--- config.mk ---
export PLATFORM = sky130hd
export DESIGN_NAME = yuv_csc_sram_stage
export DESIGN_NICKNAME = d
export VERILOG_FILES = /design/src/rtl/yuv_csc_sram_stage.sv
export SDC_FILE = /design/constraint.sdc
export NUM_CORES = 2
export LEC_CHECK = 0
export ABC_AREA = 1
export BUFFER_PORTS_ARGS = -buffer_cell sky130_fd_sc_hd__buf_4
export CAP_MARGIN = 5
export CORE_MARGIN = 4
export CORE_UTILIZATION = 45
export CTS_CLUSTER_SIZE = 25
export DETAILED_ROUTE_END_ITERATION = 6
export GPL_ROUTABILITY_DRIVEN = 0
export PLACE_DENSITY = 0.61
export SYNTH_ARGS = -nofsm -noshare
export SYNTH_HDL_FRONTEND = slang
export SYNTH_SLANG_ARGS = --single-unit
--- constraint.sdc ---
create_clock -name Clock -period 19.19 [get_ports Clock]
set_clock_uncertainty 0.15 [all_clocks]
set_input_delay 0 -clock Clock [delete_from_list [all_inputs] [get_ports Clock]]
set_output_delay 0 -clock Clock [all_outputs]
set_load 0.005 [all_outputs]
--- src/rtl/yuv_csc_sram_stage.sv ---
// YUV 4:4:4 to RGB888 conversion stage: reads Y/U/V planes from SRAM, writes
// packed RGB words back, one pixel pair per 9-cycle pass.
module yuv_csc_sram_stage #(
    parameter logic [17:0] Y_BASE    = 18'd0,
    parameter logic [17:0] U_BASE    = 18'd38400,
    parameter logic [17:0] V_BASE    = 18'd57600,
    parameter logic [17:0] RGB_BASE  = 18'd146944,
    parameter logic [17:0] NUM_PAIRS = 18'd19200
) (
    input  logic        Clock,
    input  logic        Resetn,
    input  logic        Start,
    output logic        Busy,
    output logic        Done,
    output logic [17:0] SRAM_address,
    output logic [15:0] SRAM_write_data,
    output logic        SRAM_we_n,
    input  logic [15:0] SRAM_read_data
);

    typedef enum logic [3:0] {
        S_IDLE, S_RD_Y, S_RD_U, S_RD_V, S_CAP_U, S_CAP_V,
        S_CALC, S_WR0, S_WR1, S_WR2, S_DONE
    } state_t;

    state_t      state_q, state_d;
    logic [17:0] k_q, k_d;
    logic [17:0] addr_q, addr_d;
    logic [15:0] wdata_q, wdata_d;
    logic        we_n_q, we_n_d;
    logic        busy_q, busy_d;
    logic        done_q, done_d;
    logic [15:0] y_q, y_d, u_q, u_d, v_q, v_d;
    // R0/G0 go straight into the write-data register; only the later bytes are held.
    logic [31:0] rgb_q, rgb_d;
    logic [23:0] pix0, pix1;

    function automatic logic [7:0] clamp8(input logic signed [31:0] acc);
        logic signed [31:0] sh;
        sh = acc >>> 16;
        if (sh < 32'sd0)
            return '0;
        else if (sh > 32'sd255)
            return '1;
        else
            return sh[7:0];
    endfunction

    function automatic logic [23:0] yuv2rgb(input logic [7:0] y8, input logic [7:0] u8,
                                            input logic [7:0] v8);
        logic signed [31:0] y, u, v;
        y = $signed({24'd0, y8}) - 32'sd16;
        u = $signed({24'd0, u8}) - 32'sd128;
        v = $signed({24'd0, v8}) - 32'sd128;
        return {clamp8(32'sd76284 * y + 32'sd104595 * v),
                clamp8(32'sd76284 * y - 32'sd25624 * u - 32'sd53281 * v),
                clamp8(32'sd76284 * y + 32'sd132251 * u)};
    endfunction

    assign pix0 = yuv2rgb(y_q[15:8], u_q[15:8], v_q[15:8]);
    assign pix1 = yuv2rgb(y_q[7:0],  u_q[7:0],  v_q[7:0]);

    // Outputs are registered, so each branch loads the values for the state being entered.
    always_comb begin
        state_d = state_q;
        k_d     = k_q;
        addr_d  = addr_q;
        wdata_d = wdata_q;
        we_n_d  = 1'b1;
        done_d  = 1'b0;
        y_d     = y_q;
        u_d     = u_q;
        v_d     = v_q;
        rgb_d   = rgb_q;
        unique case (state_q)
            S_IDLE: begin
                if (Start) begin
                    state_d = S_RD_Y;
                    k_d     = '0;
                    addr_d  = Y_BASE;
                end
            end
            S_RD_Y: begin
                state_d = S_RD_U;
                addr_d  = U_BASE + k_q;
            end
            S_RD_U: begin
                state_d = S_RD_V;
                addr_d  = V_BASE + k_q;
            end
            S_RD_V: begin
                state_d = S_CAP_U;
                y_d     = SRAM_read_data;
            end
            S_CAP_U: begin
                state_d = S_CAP_V;
                u_d     = SRAM_read_data;
            end
            S_CAP_V: begin
                state_d = S_CALC;
                v_d     = SRAM_read_data;
            end
            S_CALC: begin
                state_d = S_WR0;
                rgb_d   = {pix0[7:0], pix1};
                addr_d  = RGB_BASE + k_q + {k_q[16:0], 1'b0};
                wdata_d = pix0[23:8];
                we_n_d  = 1'b0;
            end
            S_WR0: begin
                state_d = S_WR1;
                addr_d  = addr_q + 18'd1;
                wdata_d = rgb_q[31:16];
                we_n_d  = 1'b0;
            end
            S_WR1: begin
                state_d = S_WR2;
                addr_d  = addr_q + 18'd1;
                wdata_d = rgb_q[15:0];
                we_n_d  = 1'b0;
            end
            S_WR2: begin
                if (k_q == NUM_PAIRS - 18'd1) begin
                    state_d = S_DONE;
                    done_d  = 1'b1;
                end else begin
                    state_d = S_RD_Y;
                    k_d     = k_q + 18'd1;
                    addr_d  = Y_BASE + k_q + 18'd1;
                end
            end
            S_DONE: state_d = S_IDLE;
            default: state_d = S_IDLE;
        endcase
        busy_d = (state_d != S_IDLE);
    end

    always_ff @(posedge Clock or negedge Resetn) begin
        if (!Resetn) begin
            state_q <= S_IDLE;
            k_q     <= '0;
            addr_q  <= '0;
            wdata_q <= '0;
            we_n_q  <= 1'b1;
            busy_q  <= 1'b0;
            done_q  <= 1'b0;
            y_q     <= '0;
            u_q     <= '0;
            v_q     <= '0;
            rgb_q   <= '0;
        end else begin
            state_q <= state_d;
            k_q     <= k_d;
            addr_q  <= addr_d;
            wdata_q <= wdata_d;
            we_n_q  <= we_n_d;
            busy_q  <= busy_d;
            done_q  <= done_d;
            y_q     <= y_d;
            u_q     <= u_d;
            v_q     <= v_d;
            rgb_q   <= rgb_d;
        end
    end

    assign SRAM_address    = addr_q;
    assign SRAM_write_data = wdata_q;
    assign SRAM_we_n       = we_n_q;
    assign Busy            = busy_q;
    assign Done            = done_q;

endmodule

After elaboration in Yosys (flattened, before gate mapping)
Index checks and enable logic that the tools add are counted.
Widths: inputs -> output; s select.
- register bits: 139
- latch bits: 0
- bits in writable memories: 0
- ROM bits: 0
- bits of input ports: 19
- word-level logic and storage cells: 97
- memories: 0
- $add $sub $neg: 20
- multipliers: 10
- divide/modulo/power cells: 0
- magnitude comparators: 12
- equal/unequal tests: 12
- shift operators: 0
- mux-type cells: 23
- bitwise logic cells: 0
- reduce and logical (&&, ||, !) cells: 9
- operators with widths (kind ; count):
    $pmux 18 s6 ; 1
    $mux 8 ; 12
    $add 27x28->29 ; 2
    $sub 28x26->29 ; 2
    $add 27x27->28 ; 2
    $mul 19x9->28 const A ; 2
    $sub 27x25->28 ; 2
    $mul 18x9->27 const A ; 2
    $gt 13x9->1 const B ; 4
    $lt 13x1->1 const B ; 4
    $mul 17x9->26 const A ; 2
    $mul 16x9->25 const A ; 2
    $pmux 16 s3 ; 1
    $mul 13x9->22 const A ; 2
    $pmux 4 s10 ; 1
    $add 16x18->18 const A ; 2
    $add 18x1->18 const B ; 2
    $mux 18 ; 2
    $pmux 18 s2 ; 1
    $sub 8x8->9 const B ; 4
    $gt 12x9->1 const B ; 2
    $lt 12x1->1 const B ; 2
    $add 18x18->18 ; 1
    $add 18x18->18 const A ; 1
    17 further kinds ; 28

Logic depth before layout (Yosys ltp)
- depth after elaboration: 8
- depth in mapped cells: 45
- mapped depth without buffers: 45

Worst setup path before layout
No wires, ideal clock.
- path kind: register to register
- start: register u_q[7]
- end: register rgb_q[10]
- arrival time: 7.907 ns
- required time: 18.923 ns
- slack: 11.017 ns
- cell stages (with the launch flop): 35
- buffers on the path: 0
- period minus slack after synthesis: 8.173 ns
- cells stage by stage: dfrtp_1 -> inv_1 -> ha_1 -> inv_1 -> ha_1 -> inv_1 -> fa_1 -> fa_1 -> inv_1 -> ha_1 -> ha_1 -> a21oi_1 -> o21ai_1 -> a21boi_0 -> xnor2_1 -> ha_1 -> fa_1 -> fa_1 -> inv_1 -> fa_1 -> inv_1 -> fa_1 -> inv_1 -> ha_1 -> nand2_1 -> nor2_2 -> inv_2 -> nor4_1 -> nand2_1 -> nand3_1 -> nand2_1 -> nand2_2 -> nand2_1 -> nand2_1 -> nand2_1
- word-level cells in the longest chain between the ends: 7
- ends and longest elaborated chain (item ; RTL line ; source):
    start, declared ; 33 ; logic [15:0] y_q, y_d, u_q, u_d, v_q, v_d;
    start signal, assigned ; 160 ; u_q <= u_d;
    $sub 8x8->9 (*) ; 53 ; u = $signed({24'd0, u8}) - 32'sd128;
    $mul 13x9->22 (*) ; 56 ; clamp8(32'sd76284 * y - 32'sd25624 * u - 32'sd53281 * v),
    $sub 27x25->28 (*) ; 56 ;
    $sub 28x26->29 (*) ; 56 ;
    $gt 13x9->1 ; 43 ; else if (sh > 32'sd255)
    $mux 8 ; 43 ;
    $mux 8 (*) ; 41 ; if (sh < 32'sd0)
    end signal, assigned ; 162 ; rgb_q <= rgb_d;
    end, declared ; 35 ; logic [31:0] rgb_q, rgb_d;
Every way passes the cells marked *; elsewhere a longest branch is shown, timed or not.
A chain may end at the register's enable or synchronous reset.

Worst setup path in the final report
- start: register u_q[7]
- end: register rgb_q[11]
Same word-level chain as after synthesis.

==> flow_summary.yaml <==
job:
  maxCapViolCount: 0
detailed_routing:
  wl_um: 103000
  drc_errors: 0
  vias: 30592
  ant_nets: 0
  drt_first_pass_iters: 6
  wire_per_inst_um: 17.4
  first_iter_violations: 1994
  routed_via_density: 5.17
critical_path:
  cpPeakStageDelay_ns: 0.66
  arrival_ns: 9.38
  crit_family: "adder cells"
  critPathLaunchType: "register"
  crit_path_end_kind: "register"
  crit_slowest_cell: "dfrtp_1"
  critPathBufInv: 7
  path_max_fanout: 14
  required_ns: 19.41
  path_class: "register to register"
global_route:
  grt_start_max_net_pins: 75
  grt_use_total_pct: 24.5
  grt_pass1_wl_um: 166000
  grt_pass1_vias: 30564
  antenna_found_initial: 2
  overflow: 0
cts:
  cts-root-buf: "clkbuf_16"
  cts_tree: "yes"
  clk_path_buf_depth: 2
  cts.clk_slew.worst_paths_ns: 0.08
  postCtsSetupBuffers: 0
  clk_latency_ns: 0.50
  cts.htree.levels: 4
  cts.sink_count: 139
  numCtsBuffers: 17
synthesis:
  netlist_top_cells_count: "inv_1, nand2_1, ha_1, fa_1, nor2_1"
  synth_top_family_by_area: "adder cells"
  syn-cell-area_um2: 36300
  postSynthCellCount: 4774
  yosys_warnings: 0
  ys_top_cells_by_area: "ha_1, fa_1, inv_1, nand2_1, dfrtp_1"
  synth_fa_ha_area_share_pct: 47.7
  ys_seq_area_share_pct: 9.58
  syn-num-nets: 5978
  yosysMostFrequentCell: "inv_1"
  ys_types: 56
  synth_edf_count: 0
  synth_ff_type: "dfrtp_1"
  synth-xor-area-share_pct: 3.66
  synth_compound_area_share_pct: 9.56
  synthArstFlopShare_pct: 100
  synth.mux.area_fraction_pct: 0
  synth-simple-area-share_pct: 17.8
  synth_area_per_cell_um2: 7.61
  ys_ff_latch: 139
  yosysTopAreaCell: "ha_1"
  yosys.area.top_type_share_pct: 29.5
timing:
  period_needed_ns: 9.16
  finalSetupViolCount: 0
  fmax_mhz: 109
  relSlewSlack_pct: 26.9
  worst_pin_slew_ns: 1.09
  slew_viol_final: 0
  hold_slack_ns: 0.124
  min_period_over_period_pct: 47.7
  finalHoldViolCount: 0
  rsz0062_at_grt: "false"
  totalNegativeSetupSlack_ns: 0
hold_path:
  hp-class: "input pin to register"
floorplan:
  die-area_um2: 85300
  start_util_pct: 45.7
  die_w_um: 292
  row_count: 103
  io_pins: 56
  die_y_um: 292
  core_area_um2: 79500
final_layout:
  drive_gt1_share_pct: 3.12
  antenna_cells: 0
  final_util_pct: 48.8
  instances_no_fill: 5917
  syn_to_final_growth_pct: 6.85
  nets: 6058
placed_design:
  dp.cells: 5865
  portBuffers: 55
  dpl.hpwl_um: 88300
outcome:
  outcome: "complete, no violations"
==> per-stage QoR <==
| step | cell area (um2) | setup slack, ns |
|---|---|---|
| after global placement | 38000 | 10.23 |
| after CTS | 38800 | 10.09 |
| after global routing | 38800 | 9.40 |
| after floorplan | 36300 | 11.02 |
| after detailed placement | 38000 | 10.15 |
| final | 38800 | 10.03 |
==> worst register-to-register path: cells and delay by family, from the launching register on <==
family                     cells  cell delay, ns
adders and majority gates     12            5.16
and+or+nand+nor               11            1.42
buffers and inverters          7            0.82
xor gates and xnor gates       1            0.16
DFF                            1            0.66
AOI/OAI and AO/OA              3            0.66
==> what timing repair did <==
action,4_1_cts,5_1_grt
endpoints found under the hold margin,131,0
hold buffers,20,0
gates resized for setup,0,0
==> flip-flops by register name, indices dropped and copies added, names as in the netlist <==
| name | cells |
|---|---|
| rgb_q | 32 |
| SRAM_address | 18 |
| k_q | 18 |
| SRAM_write_data | 16 |
| u_q | 16 |
| v_q | 16 |
| y_q | 16 |
| state_q | 4 |
| Busy | 1 |
| Done | 1 |
| SRAM_we_n | 1 |
==> path summary, 6_finish.rpt <==
check,to,slack [ns],start,cells after the start
worst max-delay path,rgb_q[11],10.03,u_q[7],34
worst min-delay path,u_q[0],0.12,SRAM_read_data[0],4
worst max register to register,rgb_q[11],10.03,u_q[7],34
worst min register to register,rgb_q[21],0.33,rgb_q[21],2
max in group asynchronous,u_q[3],17.01,Resetn,4
min in group asynchronous,SRAM_write_data[12],0.53,Resetn,3
==> cells in the final DEF (no fill, tap or decap), drive strengths merged, types with 3 or more instances in the layout <==
master,instances
inv,1113
nand2,985
ha,855
fa,330
nor2,286
a21oi,257
o21ai,197
nand3,166
dfrtp,138
xor2,98
buf,65
xnor2,52
nand4,46
nor3,37
a21o,33
o21bai,29
dlygate4sd3,20
a221oi,19
clkbuf,18
a31oi,17
nor4,16
or2,16
o31ai,12
a21boi,11
nand3b,8
o211ai,6
o21a,5
o2111ai,5
a31o,4
clkinv,4
and2,3
==> kinds of logic after synthesis <==
kind of cell / Yosys count
simple gates: 1568
fa+ha+maj: 1185
buf+inv: 1128
compound gates: 604
xor+xnor: 150
flops: 139
==> area by class of cell <==
type | instances | area [um2]
fillers | 7972 | 40700
multi-input cells | 3507 | 28600
inverters | 1104 | 4150
flip-flops and latches | 139 | 3480
well taps | 1050 | 1310
repair buffers | 85 | 692
clock buffers | 18 | 439
clock inverters | 14 | 149
==> routing by layer <==
layer	share of wire, %	track usage, %	vias up
li1	-	-	15324
met1	47	34.0	14448
met3	5.4	3.58	107
met2	45	40.5	711
met4	2.1	5.26	2
met5	0.0097	0	-
Power is not shown: default switching activity piles up to over one toggle a cycle in this logic, so the estimate is an artifact.
